[config.mk]
export PLATFORM = sky130hd
export DESIGN_NAME = video_timing_gen
export DESIGN_NICKNAME = d
export VERILOG_FILES = /design/src/rtl/video_timing_gen.sv
export SDC_FILE = /design/constraint.sdc
export NUM_CORES = 1
export LEC_CHECK = 0
export ABC_CLOCK_PERIOD_IN_PS = 4000
export CAP_MARGIN = 10
export CORE_UTILIZATION = 30
export CTS_CLUSTER_SIZE = 28
export DETAILED_ROUTE_END_ITERATION = 6
export PLACE_DENSITY = 0.55
export SLEW_MARGIN = 25
export SYNTH_ARGS = -nofsm -noshare
export SYNTH_HDL_FRONTEND = slang
export SYNTH_SLANG_ARGS = --single-unit
[constraint.sdc]
create_clock -name clk -period 4 [get_ports clk]
set_input_delay 0.8 -clock clk [delete_from_list [all_inputs] [get_ports clk]]
set_output_delay 0.8 -clock clk [all_outputs]
set_load 0.05 [all_outputs]
[src/rtl/video_timing_gen.sv]
`default_nettype none
// +--------------------------------------------------------------------------+
// | Module      : video_timing_gen                                           |
// | Description : Free-running raster timing generator. Produces the pixel   |
// |               counters CounterX/CounterY plus registered hsync, vsync,   |
// |               data enable, a start-of-frame tick and a frame counter.    |
// |               One pixel per clk.                                         |
// |                                                                          |
// | Ports       : clk         in   pixel clock, rising edge                  |
// |               reset_n     in   asynchronous active-low reset             |
// |               CounterX    out  [11:0] horizontal position 0..hTotal-1    |
// |               CounterY    out  [11:0] vertical position 0..vTotal-1      |
// |               hsync       out  horizontal sync (polarity SyncPolarity)   |
// |               vsync       out  vertical sync (polarity SyncPolarity)     |
// |               de          out  data enable, high on active pixels        |
// |               frame_tick  out  one-clock pulse at start of frame         |
// |               frame_count out  [7:0] frames completed, wraps at 256      |
// |                                                                          |
// | Build macro : VTG_EXTRA_PIPE_EN - adds one more register stage on        |
// |               hsync/vsync/de/frame_tick (2 clocks lag instead of 1).     |
// |                                                                          |
// | Revision    : 1.0 - initial release                                      |
// +--------------------------------------------------------------------------+
module video_timing_gen #(
  parameter int hDrawArea    = 640,
  parameter int hFrontPorch  = 16,
  parameter int hSyncLen     = 96,
  parameter int hBackPorch   = 48,
  parameter int vDrawArea    = 480,
  parameter int vFrontPorch  = 10,
  parameter int vSyncLen     = 2,
  parameter int vBackPorch   = 33,
  parameter int SyncPolarity = 0
) (
  input  logic        clk,
  input  logic        reset_n,
  output logic [11:0] CounterX,
  output logic [11:0] CounterY,
  output logic        hsync,
  output logic        vsync,
  output logic        de,
  output logic        frame_tick,
  output logic [7:0]  frame_count
);

  localparam int H_TOTAL = hDrawArea + hFrontPorch + hSyncLen + hBackPorch;
  localparam int V_TOTAL = vDrawArea + vFrontPorch + vSyncLen + vBackPorch;

  localparam logic [11:0] H_LAST = 12'(H_TOTAL - 1);
  localparam logic [11:0] V_LAST = 12'(V_TOTAL - 1);

  // Window bounds are 13 bits wide so an end bound of exactly 4096 still fits.
  localparam logic [12:0] H_ACT_END  = 13'(hDrawArea);
  localparam logic [12:0] HS_START   = 13'(hDrawArea + hFrontPorch);
  localparam logic [12:0] HS_END     = 13'(hDrawArea + hFrontPorch + hSyncLen);
  localparam logic [12:0] V_ACT_END  = 13'(vDrawArea);
  localparam logic [12:0] VS_START   = 13'(vDrawArea + vFrontPorch);
  localparam logic [12:0] VS_END     = 13'(vDrawArea + vFrontPorch + vSyncLen);

  // Sync level outside the sync window (1 for active-low panels).
  localparam logic SYNC_IDLE = (SyncPolarity == 0);

  logic [11:0] cnt_x_q, cnt_x_d;
  logic [11:0] cnt_y_q, cnt_y_d;
  logic [7:0]  frame_cnt_q, frame_cnt_d;

  logic        hs_raw, vs_raw, de_raw, tick_raw;
  logic        hsync_q, hsync_d;
  logic        vsync_q, vsync_d;
  logic        de_q, de_d;
  logic        tick_q, tick_d;

  // Counter next-state: X wraps every line, Y steps on the X wrap, and the
  // frame counter steps on the edge where both wrap to (0,0).
  always_comb begin
    cnt_x_d     = cnt_x_q + 12'd1;
    cnt_y_d     = cnt_y_q;
    frame_cnt_d = frame_cnt_q;
    if (cnt_x_q == H_LAST) begin
      cnt_x_d = 12'd0;
      if (cnt_y_q == V_LAST) begin
        cnt_y_d     = 12'd0;
        frame_cnt_d = frame_cnt_q + 8'd1;
      end else begin
        cnt_y_d = cnt_y_q + 12'd1;
      end
    end
  end

  // Decode from the current counter values; registered below so the outputs
  // align with RGB registered downstream from the same counters.
  always_comb begin
    hs_raw   = ({1'b0, cnt_x_q} >= HS_START) && ({1'b0, cnt_x_q} < HS_END);
    vs_raw   = ({1'b0, cnt_y_q} >= VS_START) && ({1'b0, cnt_y_q} < VS_END);
    de_raw   = ({1'b0, cnt_x_q} < H_ACT_END) && ({1'b0, cnt_y_q} < V_ACT_END);
    tick_raw = (cnt_x_q == 12'd0) && (cnt_y_q == 12'd0);
    hsync_d  = hs_raw ^ SYNC_IDLE;
    vsync_d  = vs_raw ^ SYNC_IDLE;
    de_d     = de_raw;
    tick_d   = tick_raw;
  end

  always_ff @(posedge clk or negedge reset_n) begin
    if (!reset_n) begin
      cnt_x_q     <= 12'd0;
      cnt_y_q     <= 12'd0;
      frame_cnt_q <= 8'd0;
      hsync_q     <= SYNC_IDLE;
      vsync_q     <= SYNC_IDLE;
      de_q        <= 1'b0;
      tick_q      <= 1'b0;
    end else begin
      cnt_x_q     <= cnt_x_d;
      cnt_y_q     <= cnt_y_d;
      frame_cnt_q <= frame_cnt_d;
      hsync_q     <= hsync_d;
      vsync_q     <= vsync_d;
      de_q        <= de_d;
      tick_q      <= tick_d;
    end
  end

`ifdef VTG_EXTRA_PIPE_EN
  // Second stage for a downstream output stage that re-registers RGB.
  logic hsync_p2_q, vsync_p2_q, de_p2_q, tick_p2_q;

  always_ff @(posedge clk or negedge reset_n) begin
    if (!reset_n) begin
      hsync_p2_q <= SYNC_IDLE;
      vsync_p2_q <= SYNC_IDLE;
      de_p2_q    <= 1'b0;
      tick_p2_q  <= 1'b0;
    end else begin
      hsync_p2_q <= hsync_q;
      vsync_p2_q <= vsync_q;
      de_p2_q    <= de_q;
      tick_p2_q  <= tick_q;
    end
  end

  assign hsync      = hsync_p2_q;
  assign vsync      = vsync_p2_q;
  assign de         = de_p2_q;
  assign frame_tick = tick_p2_q;
`else
  assign hsync      = hsync_q;
  assign vsync      = vsync_q;
  assign de         = de_q;
  assign frame_tick = tick_q;
`endif

  assign CounterX    = cnt_x_q;
  assign CounterY    = cnt_y_q;
  assign frame_count = frame_cnt_q;

endmodule
`default_nettype wire

## Word level (Yosys, flattened, before mapping)

Index checks and enable logic that the tools add are counted.

- Bits in registers: 36
- Bits in latches: 0
- Bits in writable memories: 0
- Memory bits (read-only): 0
- Output and inout bits: 36
- Logic and storage cells: 29
- Memories: 0

- Add/subtract/negate cells: 3
- $mul: 0
- Div/mod/pow operators: 0
- Magnitude comparators: 6
- Equal/unequal tests: 2
- Shifts and indexed selects: 0
- Muxes and demuxes: 2
- Bitwise logic cells: 2
- Reductions and logical operators: 7

Operator list:

| cell | number |
|---|---|
| 12-bit by 1-bit adder with 12-bit output (second input constant) | 2 |
| 12-bit by 10-bit equality test with 1-bit output (second input constant) | 2 |
| 12-bit zero test | 2 |
| 12-bit by 10-bit < comparator with 1-bit output (second input constant) | 2 |
| 12-bit by 9-bit < comparator with 1-bit output (second input constant) | 2 |
| 12-bit 2-to-1 mux | 2 |
| 12-bit by 10-bit greater-or-equal comparator with 1-bit output (second input constant) | 1 |
| 12-bit by 9-bit greater-or-equal comparator with 1-bit output (second input constant) | 1 |
| 8-bit by 1-bit adder with 8-bit output (second input constant) | 1 |
| 1-bit logical AND | 4 |
| 1-bit NOT | 2 |
| 2-bit AND reduction | 1 |

## Depth between registers and ports, before layout

Gate-level depths: netlist of the first run.

- Word-level depth: 3
- Gate-level depth with buffers: 7

## Worst setup path after synthesis of the first run

Ideal clock, no wire load.

- Kind: register to register
- From: reg cnt_x_q[0], in the netlist CounterX[0]
- To: reg cnt_y_q[10], in the netlist CounterY[10]
- Library setup time: 0.125 ns
- Arrival: 2.352 ns
- Path slack: 1.524 ns
- Stages on the path, launching flop included: 7
- Path buffers: 1
- Cell sequence: dfrtp_1 ha_1 nand4_2 or4b_1 buf_2 nor3_1 mux2_2

- Longest elaborated chain between the ends: 1

Ends and longest elaborated chain:

| what | line | RTL |
|---|---|---|
| from (decl) | 63 | `logic [11:0] cnt_x_q, cnt_x_d;` |
| from (signal assigned) | 113 | `cnt_x_q <= cnt_x_d;` |
| 12-bit by 10-bit equality test with 1-bit output | 79 | `if (cnt_x_q == H_LAST) begin` |
| to (signal assigned) | 114 | `cnt_y_q <= cnt_y_d;` |
| to (decl) | 64 | `logic [11:0] cnt_y_q, cnt_y_d;` |

Every way passes these cells.
A chain may end at the register's enable or synchronous reset.

## Final worst setup path of the first run

- From: reg cnt_x_q[6], in the netlist CounterX[6]
- To: out CounterX[6]

RTL lines:

| what | line | RTL |
|---|---|---|
| to (decl) | 37 | `output logic [11:0] CounterX,` |

No word-level cell between the ends.

==> out/qor.yml, run 1 <==
gp_congestion: 0.780
cts_tree: "yes"
synth_fa_ha_area_share_pct: 4.07
clk_pin_slew_ns: 0.08
track_usage_pct: 14.5
status: "complete, no violations"
setup.worst_path.class: "flip-flop to primary output"
setup_slack_ns: 1.49
ant_nets: 0
syn_area_per_cell_sq_um: 10.3
viasPerCell: 5.03
postSynthNetCount: 187
die_w_um: 80.4
grt_first_pass_wirelength_um: 7150
relSlewSlack_pct: 59.5
synth-simple-area-share_pct: 27.9
cpPeakStageDelay_ns: 0.87
crit_fanout: 10
ys_warn_count: 0
placedInstanceArea_sq_um: 2280
hold_buffers: 0
port_buffers: 37
core_area_sq_um: 5920
holdWs_ns: 0.475
wl_um: 4230
ys_seq_elements: 36
synth_top_family_by_area: "simple AND/OR/NAND/NOR gates"
synth_compound_area_share_pct: 5.15
timing.final.crit_share_pct: 62.9
synthCells: 179
fin_area_sq_um: 2390
cts.sinks: 36
postSynth.asyncResetShare_pct: 100
clk_latency_ns: 0.29
htreeDepth: 2
cap_violations: 0
cp.buffers_inverters: 1
final_cell_mix: "clkdlybuf4s50_1 (37), dfrtp_1 (34), nand3_1 (16)"
placementRows: 28
synthToLayoutAreaGrowth_pct: 29.8
cts-resized-gates: 0
via_count: 1473
initial_core_util_pct: 31.2
worstMarginPinSlew_ns: 0.608
yosys_most_used_dff: "dfrtp_1"
post-route-drc-count: 0
routedWlPerCell_um: 14.4
hold_viol_final: 0
hp-class: "flip-flop to flip-flop"
drv_slew: 0
final_common_cell: "clkdlybuf4s50_1"
drive_above_1_share_pct: 8.72
max_freq_mhz: 398
drt_iter0_drc: 66
dieArea_sq_um: 6470
ys_seq_area_share_pct: 48.9
synth_xor_area_share_pct: 9.02
syn_area_sq_um: 1850
final_core_util_pct: 40.4
grt_max_degree: 37
p_leak_nw: 1.02
cp-end-kind: "primary output"
post-dp-hpwl_um: 2950
cts_buffers: 5
critPathLaunchType: "flip-flop"
clock_skew_ns: 0.00645
setup_viol: 0
path_delay_family: "buffers and inverters"
drt-pass1-iter-count: 5
synthMuxAreaShare_pct: 1.22
grt_overflow_total: 0
rsz0062_at_grt: "no"
antenna_found_initial: 0
powerDensity_nw_per_um2: 289
arrival_ns: 1.71
post_cts_buffers: 0
irDropWorstVdd_mv: 0.128
required_ns: 3.20
grt_pass1_vias: 1445
pre_cts_ws_ns: 1.50
pin_count: 38
final.setup.tns_ns: 0
num-nets-final: 225
crit_chain: "clkdlybuf4s50_1"
synth-edff-count: 0
slowest_stage: "clkdlybuf4s50_1"
fin_crit_ns: 2.51
cts.path.max_buffers: 2
synth_cell_types: 37
cts-root-buf: "clkbuf_8"
diodes: 0
die-height_um: 80.4
==> flip-flops by register name (all words and copies together) (netlist names) <==
signal,count
CounterY,12
vsync,1
hsync,1
de,1
CounterX,12
frame_count,8
frame_tick,1
==> cell type report <==
| class | count | area, sq um |
|---|---|---|
| repair buffers | 39 | 385 |
| multi-input cells | 128 | 875 |
| inverters | 7 | 26.3 |
| flip-flops and latches | 36 | 903 |
| fillers | 583 | 3530 |
| well taps | 75 | 93.8 |
| clock buffers | 5 | 68.8 |
| clock inverters | 3 | 42.5 |
==> per-stage QoR <==
stage / instances / total power [W]
2_1_floorplan: 179 / 0.000371
3_3_place_gp: 285 / 0.000380
3_5_place_dp: 285 / 0.000380
4_1_cts: 293 / 0.000699
5_1_grt: 293 / 0.000714
6_report: 293 / 0.000692
==> final timing paths <==
check,from,end,slack (ns),cells past startpoint
worst max-delay path,CounterX[6]$_DFF_PN0_,CounterX[6],1.49,1
worst min-delay path,frame_count[7]$_DFFE_PN0P_,frame_count[7]$_DFFE_PN0P_,0.47,1
worst max register to register,CounterX[0]$_DFF_PN0_,CounterY[10]$_DFFE_PN0N_,1.49,5
worst min register to register,frame_count[7]$_DFFE_PN0P_,frame_count[7]$_DFFE_PN0P_,0.47,1
max in group asynchronous,reset_n,vsync$_DFF_PN1_,2.72,2
min in group asynchronous,reset_n,CounterX[7]$_DFF_PN0_,0.93,2
==> report_power, final <==
group / leakage (nW) / total (W) / switching, W / internal (W)
Sequential: 0.477 / 0.000364 / 0 / 0.000364
Clock: 0.0541 / 0.000319 / 0.000135 / 0.000184
Combinational: 0.490 / 0.00000851 / 0.00000702 / 0.00000149
==> per-layer routing <==
metal / vias to the layer above / track usage (%) / routed length [um]
li1: 714 / - / -
met1: 726 / 19.2 / 2090
met2: 29 / 22.8 / 1930
met3: 4 / 2.84 / 161
met4: 0 / 6.07 / 51
met5: - / 0 / 0
==> cell usage after synthesis, types with 2 or more instances <==
| cell type | n | area, sq um |
|---|---|---|
| and3_1 | 3 | 18.8 |
| nor4_1 | 3 | 18.8 |
| buf_2 | 3 | 15.0 |
| nand4b_1 | 3 | 26.3 |
| a22o_1 | 2 | 17.5 |
| dfstp_2 | 2 | 52.6 |
| nor2b_1 | 2 | 12.5 |
| nor3_1 | 11 | 55.1 |
| dfrtp_1 | 34 | 851 |
| inv_1 | 7 | 26.3 |
| ha_1 | 6 | 75.1 |
| and2_1 | 2 | 12.5 |
| nand2_1 | 10 | 37.5 |
| a21oi_1 | 3 | 15.0 |
| or4_1 | 2 | 15.0 |
| or3_1 | 3 | 18.8 |
| o21ai_0 | 8 | 40.0 |
| nor4b_1 | 2 | 17.5 |
| and4_1 | 3 | 26.3 |
| xnor2_1 | 4 | 35.0 |
| nand3_1 | 16 | 80.1 |
| a21o_1 | 3 | 22.5 |
| xor2_1 | 15 | 131 |
| nand4_1 | 5 | 31.3 |
| nor2_1 | 11 | 41.3 |
| clkbuf_1 | 4 | 15.0 |
| mux2_2 | 2 | 22.5 |
==> logic make-up (layout without fill, tap and decap cells) <==
group	count (synthesis)	count (layout)
AOI/OAI and AO/OA	16	16
xor gates and xnor gates	19	19
adders and majority gates	6	6
buffers and inverters	15	54
DFF	36	36
muxes	2	2
and+or+nand+nor	85	85
(Power assumes the default switching activity.)
==> run 2: changes to the inputs <==
--- a/config.mk
+++ b/config.mk
@@ -5,12 +5,12 @@
 export SDC_FILE = /design/constraint.sdc
 export NUM_CORES = 1
 export LEC_CHECK = 0
-export ABC_CLOCK_PERIOD_IN_PS = 4000
+export ABC_CLOCK_PERIOD_IN_PS = 2120
 export CAP_MARGIN = 10
 export CORE_UTILIZATION = 30
 export CTS_CLUSTER_SIZE = 28
 export DETAILED_ROUTE_END_ITERATION = 6
-export PLACE_DENSITY = 0.55
+export PLACE_DENSITY = 0.56
 export SLEW_MARGIN = 25
 export SYNTH_ARGS = -nofsm -noshare
 export SYNTH_HDL_FRONTEND = slang
==> constraint.sdc (replaced) <==
create_clock -name clk -period 2.12 [get_ports clk]
set_input_delay 0.424 -clock clk [delete_from_list [all_inputs] [get_ports clk]]
set_output_delay 0.424 -clock clk [all_outputs]
set_load 0.05 [all_outputs]
==> out/qor.yml, run 2 (synthesis gave the netlist of run 1 again) <==
dieArea_sq_um: 6470
fin_crit_ns: 2.05
status: "complete, no violations"
placementRows: 28
holdWs_ns: 0.470
hold_viol_final: 0
track_usage_pct: 15.9
p_leak_nw: 1.14
clk_pin_slew_ns: 0.06
required_ns: 1.70
die-height_um: 80.4
hold_start: "frame_count[7]$_DFFE_PN0P_"
setup_viol: 0
critPathLaunchType: "flip-flop"
gp_congestion: 0.774
reg2reg_to: "CounterY[3]$_DFFE_PN0N_"
final_cell_mix: "clkdlybuf4s50_1 (30), dfrtp_1 (24), buf_4 (22)"
r2r_setup_slack_ns: 0.11
power.clock.fraction_pct: 39.9
swShare_pct: 21.1
initial_core_util_pct: 31.2
grt.busiest_layer: "met2"
clk_latency_ns: 0.29
viasPerCell: 4.99
drt-pass1-iter-count: 4
drt_iter0_drc: 96
cts-root-buf: "clkbuf_8"
num-nets-final: 243
max_freq_mhz: 487
finalPower_w: 0.00117
grt_first_pass_wirelength_um: 7610
die_w_um: 80.4
clock_skew_ns: 0.0100
grt_overflow_total: 0
grt_pass1_vias: 1503
antenna_found_initial: 0
final_core_util_pct: 43.1
power_frac_comb_pct: 1.4
drive_above_1_share_pct: 21.6
post-dp-hpwl_um: 3240
final_common_cell: "clkdlybuf4s50_1"
power.switching_w: 0.000247
r2r-start: "CounterX[10]$_DFF_PN0_"
wl_um: 4600
timing.final.crit_share_pct: 96.9
ant_nets: 0
cp-end-kind: "primary output"
pin_count: 38
cap_violations: 0
pwr-share-seq_pct: 58.7
htreeDepth: 2
globalRouteMet2Util_pct: 24.8
cts.sinks: 36
core_area_sq_um: 5920
use_met1_pct: 20.8
hold_end: "frame_count[7]$_DFFE_PN0P_"
routedWlPerCell_um: 14.8
worstMarginPinSlew_ns: 0.506
powerDensity_nw_per_um2: 458
diodes: 0
relSlewSlack_pct: 66.2
rsz0062_at_grt: "no"
setup.worst_path.class: "flip-flop to primary output"
crit_fanout: 6
via_count: 1552
cts_buffers: 5
arrival_ns: 1.63
post-route-drc-count: 0
hold_depth: 1
reg2reg_depth: 6
irDropWorstVdd_mv: 0.193
cts.path.max_buffers: 2
p_int_w: 0.000923
synthToLayoutAreaGrowth_pct: 38.3
cts_tree: "yes"
grt.met3_usage_pct: 3.41
grt_max_degree: 37
final.setup.tns_ns: 0
drv_slew: 0
port_buffers: 37
hp-class: "flip-flop to flip-flop"
[run 2: changes by cell type in the layout (fill, tap and decap cells not counted), sizes merged]
cell	delta
clkinv	-1
bufinv	-1
buf	+21
clkinvlp	-1
dlymetal6s2s	+4
clkdlybuf4s50	-7
clkbuf	+3
[run 2: power by group through the flow]
stage	Combinational [W]	Clock, W	Sequential [W]
floorplan	0.000000000391	0	0.000700
global placement	0.0000172	0	0.000700
detailed placement	0.0000173	0	0.000700
CTS	0.0000172	0.000486	0.000687
global route	0.0000189	0.000527	0.000686
finish	0.0000161	0.000467	0.000687
[run 2: layout make-up]
class                           count  area (sq um)
Multi-Input combinational cell    128           910
Inverter                            7          26.3
Sequential cell                    36           916
Fill cell                         580          3370
Timing Repair Buffer               57           527
Clock buffer                        8          80.1
Tap cell                           75          93.8
[run 2: worst max path at each step]
stage,from,endpoint,slack [ns],cells past startpoint
after floorplan,CounterX[0]$_DFF_PN0_,CounterY[10]$_DFFE_PN0N_,-0.03,6
after detailed placement,CounterX[1]$_DFF_PN0_,frame_count[7]$_DFFE_PN0P_,0.11,6
final,CounterX[7]$_DFF_PN0_,CounterX[7],0.07,2
after CTS,CounterY[9]$_DFFE_PN0N_,CounterY[9],0.007,1
after global placement,CounterX[1]$_DFF_PN0_,frame_count[7]$_DFFE_PN0P_,0.15,6
after global routing,CounterY[4]$_DFFE_PN0N_,CounterY[4],0.008,1
[run 2: stage by stage]
stage,setup slack [ns],cells,area [sq um]
after detailed placement,0.109,302,2440
after floorplan,-0.0274,179,1890
after global placement,0.154,302,2440
after global routing,0.00811,311,2550
final,0.0650,311,2550
after CTS,0.00672,310,2520
[run 2: per-layer routing]
| metal | vias to the layer above | wire [um] |
|---|---|---|
| met5 | - | 0 |
| met4 | 0 | 106 |
| met3 | 9 | 153 |
| met2 | 36 | 2160 |
| li1 | 745 | - |
| met1 | 762 | 2180 |
[run 2: timing repair]
item | in CTS | in global routing
buffers inserted | 0 | 1
gates resized for setup | 0 | 6
endpoints found under the hold margin | 0 | 0
hold buffers | 0 | 0
setup endpoints to repair | 0 | 6
[run 2: critical path, cell delays in order (launching register included)]
cell and delay (ns):
dfrtp_2 0.39, buf_4 0.15, clkdlybuf4s50_1 0.81
==> RTL change 1: new RTL, config.mk and constraints of run 2 <==
One comparison of `cnt_y_q` changes from == to >=.
--- a/src/rtl/video_timing_gen.sv
+++ b/src/rtl/video_timing_gen.sv
@@ -78,7 +78,7 @@
     frame_cnt_d = frame_cnt_q;
     if (cnt_x_q == H_LAST) begin
       cnt_x_d = 12'd0;
-      if (cnt_y_q == V_LAST) begin
+      if (cnt_y_q >= V_LAST) begin
         cnt_y_d     = 12'd0;
         frame_cnt_d = frame_cnt_q + 8'd1;
       end else begin
Function: same outputs for any inputs over 10 cycles, from zero or initial values and one cycle with reset_n low; that may be too few to reach the edited logic, so the function may still have changed.
==> RTL change 1 against run 2 <==
Worst hold slack worse by 0.26 ns. Sequential cell count stayed put. Largest power group unchanged. Synthesized cell count is 2.2% lower. Clock power is 17% higher. Fmax is 0.32% lower. Area after synthesis is 3.5% lower. Setup slack worse by 0.0067 ns. Final area is 0.24% higher. Routed wire length is 5.2% lower. Critical endpoint is now CounterY[1]. Register-to-register slack worse by 0.05 ns. Die area is 3.4% lower. Critical path type unchanged. Total power is 6.8% higher. Critical path depth is 1 lower.
==> RTL change 1: results (changes against run 2) <==
stage;metric;value;unit;change
grt;grt_first_pass_wirelength;7.39;mm;-2.9%
final_layout;multi_input_area_share;0.336;;-0.0199
outcome;outcome;finished, final reports clean;;
critical_path;max_stage_delay;0.85;ns;+0.04 ns
hold_path;hold_class;in2async;;
grt;grt_use_total;0.155;;-0.00416
drt;num_vias;1548;;-0.26%
final_layout;nets;247;;+1.6%
final_layout;clk_share;0.0391;;+0.00775
drt;drtIter0Drc;90;;-6.3%
power_and_ir_drop;sw_frac_of_total;0.212;;+0.000612
critical_path;reg2reg_slack;0.06;ns;-0.05 ns
place;place_area;0.00242;sq mm;-0.97%
synth;synth.area.top_cells;dfrtp_1 48%, xor2_1 5.9%, xnor2_1 3.9%, ha_1 3.5%, nor2_1 3.4%;;
place;gp_congestion;0.783;;+1.2%
sta;finClkSkew;0.00946;ns;-0.000541 ns
die;core;0.00561;sq mm;-5.3%
power_and_ir_drop;power_switching;0.264;mW;+7.1%
power_and_ir_drop;power_frac_comb;0.012;;-0.002
sta;timing.final.crit_share;0.972;;+0.00314
clock_tree;clkTransAtPathRegs;0.08;ns;+0.02 ns
final_layout;seq_share;0.356;;-0.00332
final_layout;fillers;568;;-2.1%
place;pre_cts_slack;-0.0447;ns;-0.153 ns
critical_path;cp_max_fo;8;;+2
final_layout;buffers;65;;+14%
RTL change 1: cell types whose count changed in the layout (fill, tap and decap cells not counted), sizes merged, moves of 4 or more:
cell	change
nor2	+5
nor3	-4
or3	+4
xnor2	+4
nand3	-5
buf	+10
RTL change 1: cell families (layout without fill, tap and decap cells):
| kind of cell | count (synthesis) | count (layout) | share of synthesized area |
|---|---|---|---|
| buffers and inverters | 15 | 81 | 0.0379 |
| AOI/OAI and AO/OA | 16 | 16 | 0.0576 |
| adders and majority gates | 5 | 5 | 0.0351 |
| muxes | 1 | 1 | 0.00632 |
| DFF | 36 | 36 | 0.507 |
| and+or+nand+nor | 82 | 82 | 0.257 |
| xor gates and xnor gates | 20 | 20 | 0.0984 |
RTL change 1: layer usage:
| layer | GRT usage | wire length (microns) | part of all wire |
|---|---|---|---|
| met1 | 0.221 | 2140 | 0.49 |
| met2 | 0.230 | 1980 | 0.45 |
| met3 | 0.0310 | 190 | 0.044 |
| met4 | 0.0600 | 55 | 0.013 |
| met5 | 0 | 0 | 0 |
RTL change 1: final timing paths:
kind | cells after the start | end | from
worst max register to register | 4 | frame_count[5] | CounterX[10]
worst min register to register | 1 | frame_count[7] | frame_count[7]
worst max-delay path | 1 | CounterY[1] | CounterY[1]
min in group clk | 1 | frame_count[7] | frame_count[7]
max in group asynchronous | 2 | hsync | reset_n
worst min-delay path | 1 | frame_count[1] | reset_n
RTL change 1: per-stage QoR:
stage | util | instances
2_1_floorplan | - | 175
3_3_place_gp | 0.432 | 305
3_5_place_dp | 0.432 | 305
4_1_cts | 0.454 | 313
5_1_grt | 0.456 | 313
6_report | 0.456 | 313
==> RTL change 2: new RTL, flow settings as in run 2 <==
Without the edit above. Add a define of `VTG_EXTRA_PIPE_EN`.
--- a/src/rtl/video_timing_gen.sv
+++ b/src/rtl/video_timing_gen.sv
@@ -21,6 +21,8 @@
 // |                                                                          |
 // | Revision    : 1.0 - initial release                                      |
 // +--------------------------------------------------------------------------+
+`define VTG_EXTRA_PIPE_EN
+
 module video_timing_gen #(
   parameter int hDrawArea    = 640,
   parameter int hFrontPorch  = 16,
Formal check against the unedited RTL: not equivalent (a bounded check fails within 4 cycles, from zero or initial values and one cycle with reset_n low).
==> RTL change 2 against run 2 <==
Routed wire length down 0.65%. Clock power up 5.6%. Non-clock buffer count grew 4. Setup slack worse by 0.0032 ns. Total power increased by 8.9%. Final area up 4.7%. Area after synthesis grew 5.6%. Highest routed layer unchanged. First-iteration DRC count down 38%. Critical path type unchanged. Sequential power grew 11%. Sequential cell count is 4 higher.
==> RTL change 2: results (changes against run 2) <==
stage;metric;value;unit;change
sta;finClkSkew;0.00260;ns;-0.00741 ns
hold_path;hold_class;in2async;;
final_layout;buffers;61;;+7.0%
place;dpl.hpwl;3.41;mm;+5.0%
place;gp_congestion;0.828;;+7.1%
synth;syn-mean-instance-area;10.6;sq um;+3.3%
final_layout;drive_gt1_frac;0.242;;+0.0257
grt;use_met2;0.236;;-0.0119
place;place_area;0.00258;sq mm;+5.5%
synth;synthAdderAreaFrac;0.0385;;-0.00214
drt;met3RoutedLength;160;microns;+4.6%
power_and_ir_drop;p_leak;1.21;nW;+6.1%
synth;yosys.area_share.xor_xnor;0.0854;;-0.00475
critical_path;rr_endpoint;frame_count[7];;
place;dpl.cell_count;311;;+3.0%
clock_tree;cts.sinks;40;;+11%
grt;grt_start_max_net_pins;22;;-41%
synth;netlist_instances;183;;+2.2%
synth;synth.area.top_cells;dfrtp_1 46%, xor2_1 6.7%, dfstp_2 5.4%, nand3_1 4.1%, ha_1 3.9%;;
place;pre_cts_slack;0.0562;ns;-0.0526 ns
power_and_ir_drop;max-vdd-ir-drop;0.205;mV;+6.1%
outcome;outcome;finished, final reports clean;;
synth;synth_compound_area_frac;0.0488;;-0.00271
critical_path;r2r-start;CounterX[1];;
final_layout;nets;251;;+3.3%
grt;grt_use_met1;0.214;;+0.00593
final_layout;nClkBuffers;7;;-1
synth;synthMuxAreaShare;0.0116;;-0.000643
power_and_ir_drop;fin_total_pwr;1.27;mW;+8.9%
final_layout;buf_share;0.204;;-0.00225
grt;grt_use_total;0.156;;-0.00325
critical_path;crit_end;CounterX[2];;
final_layout;clk_share;0.0304;;-0.000942
final_layout;final_cell_area;0.00267;sq mm;+4.7%
drt;routed_via_density;4.92;;-1.5%
drt;drtIter0Drc;60;;-38%
final_layout;multi_input_area;907;sq um;-0.28%
drt;dr.pass1.iters;5;;+1
grt;use_met3;0.0396;;+0.00547
synth;yosys-top-cells-count;36 x dfrtp_1, 16 x nand3_1, 15 x xor2_1, 11 x nor2_1, 11 x nor3_1;;
-- RTL change 2: cell count changes after synthesis, sizes merged --
cell | run 2 | this run
dfstp | 2 | 4
dfrtp | 34 | 36
-- RTL change 2: critical path: stages, from the launching register on --
cell and delay, ns:
dfrtp_2 0.38, buf_4 0.15, clkdlybuf4s50_1 0.81
-- RTL change 2: cell families (layout without fill, tap and decap cells) --
| family | after synthesis | in the layout |
|---|---|---|
| DFF | 40 | 40 |
| buffers and inverters | 15 | 76 |
| AOI/OAI and AO/OA | 16 | 16 |
| and+or+nand+nor | 85 | 85 |
| muxes | 2 | 2 |
| adders and majority gates | 6 | 6 |
| xor gates and xnor gates | 19 | 19 |
-- RTL change 2: power by group --
part	leakage, nW	internal (mW)	total (mW)	switching (mW)
clock network	0.0422	0.231	0.493	0.262
registers	0.508	0.763	0.763	0
logic	0.664	0.00306	0.0183	0.0152
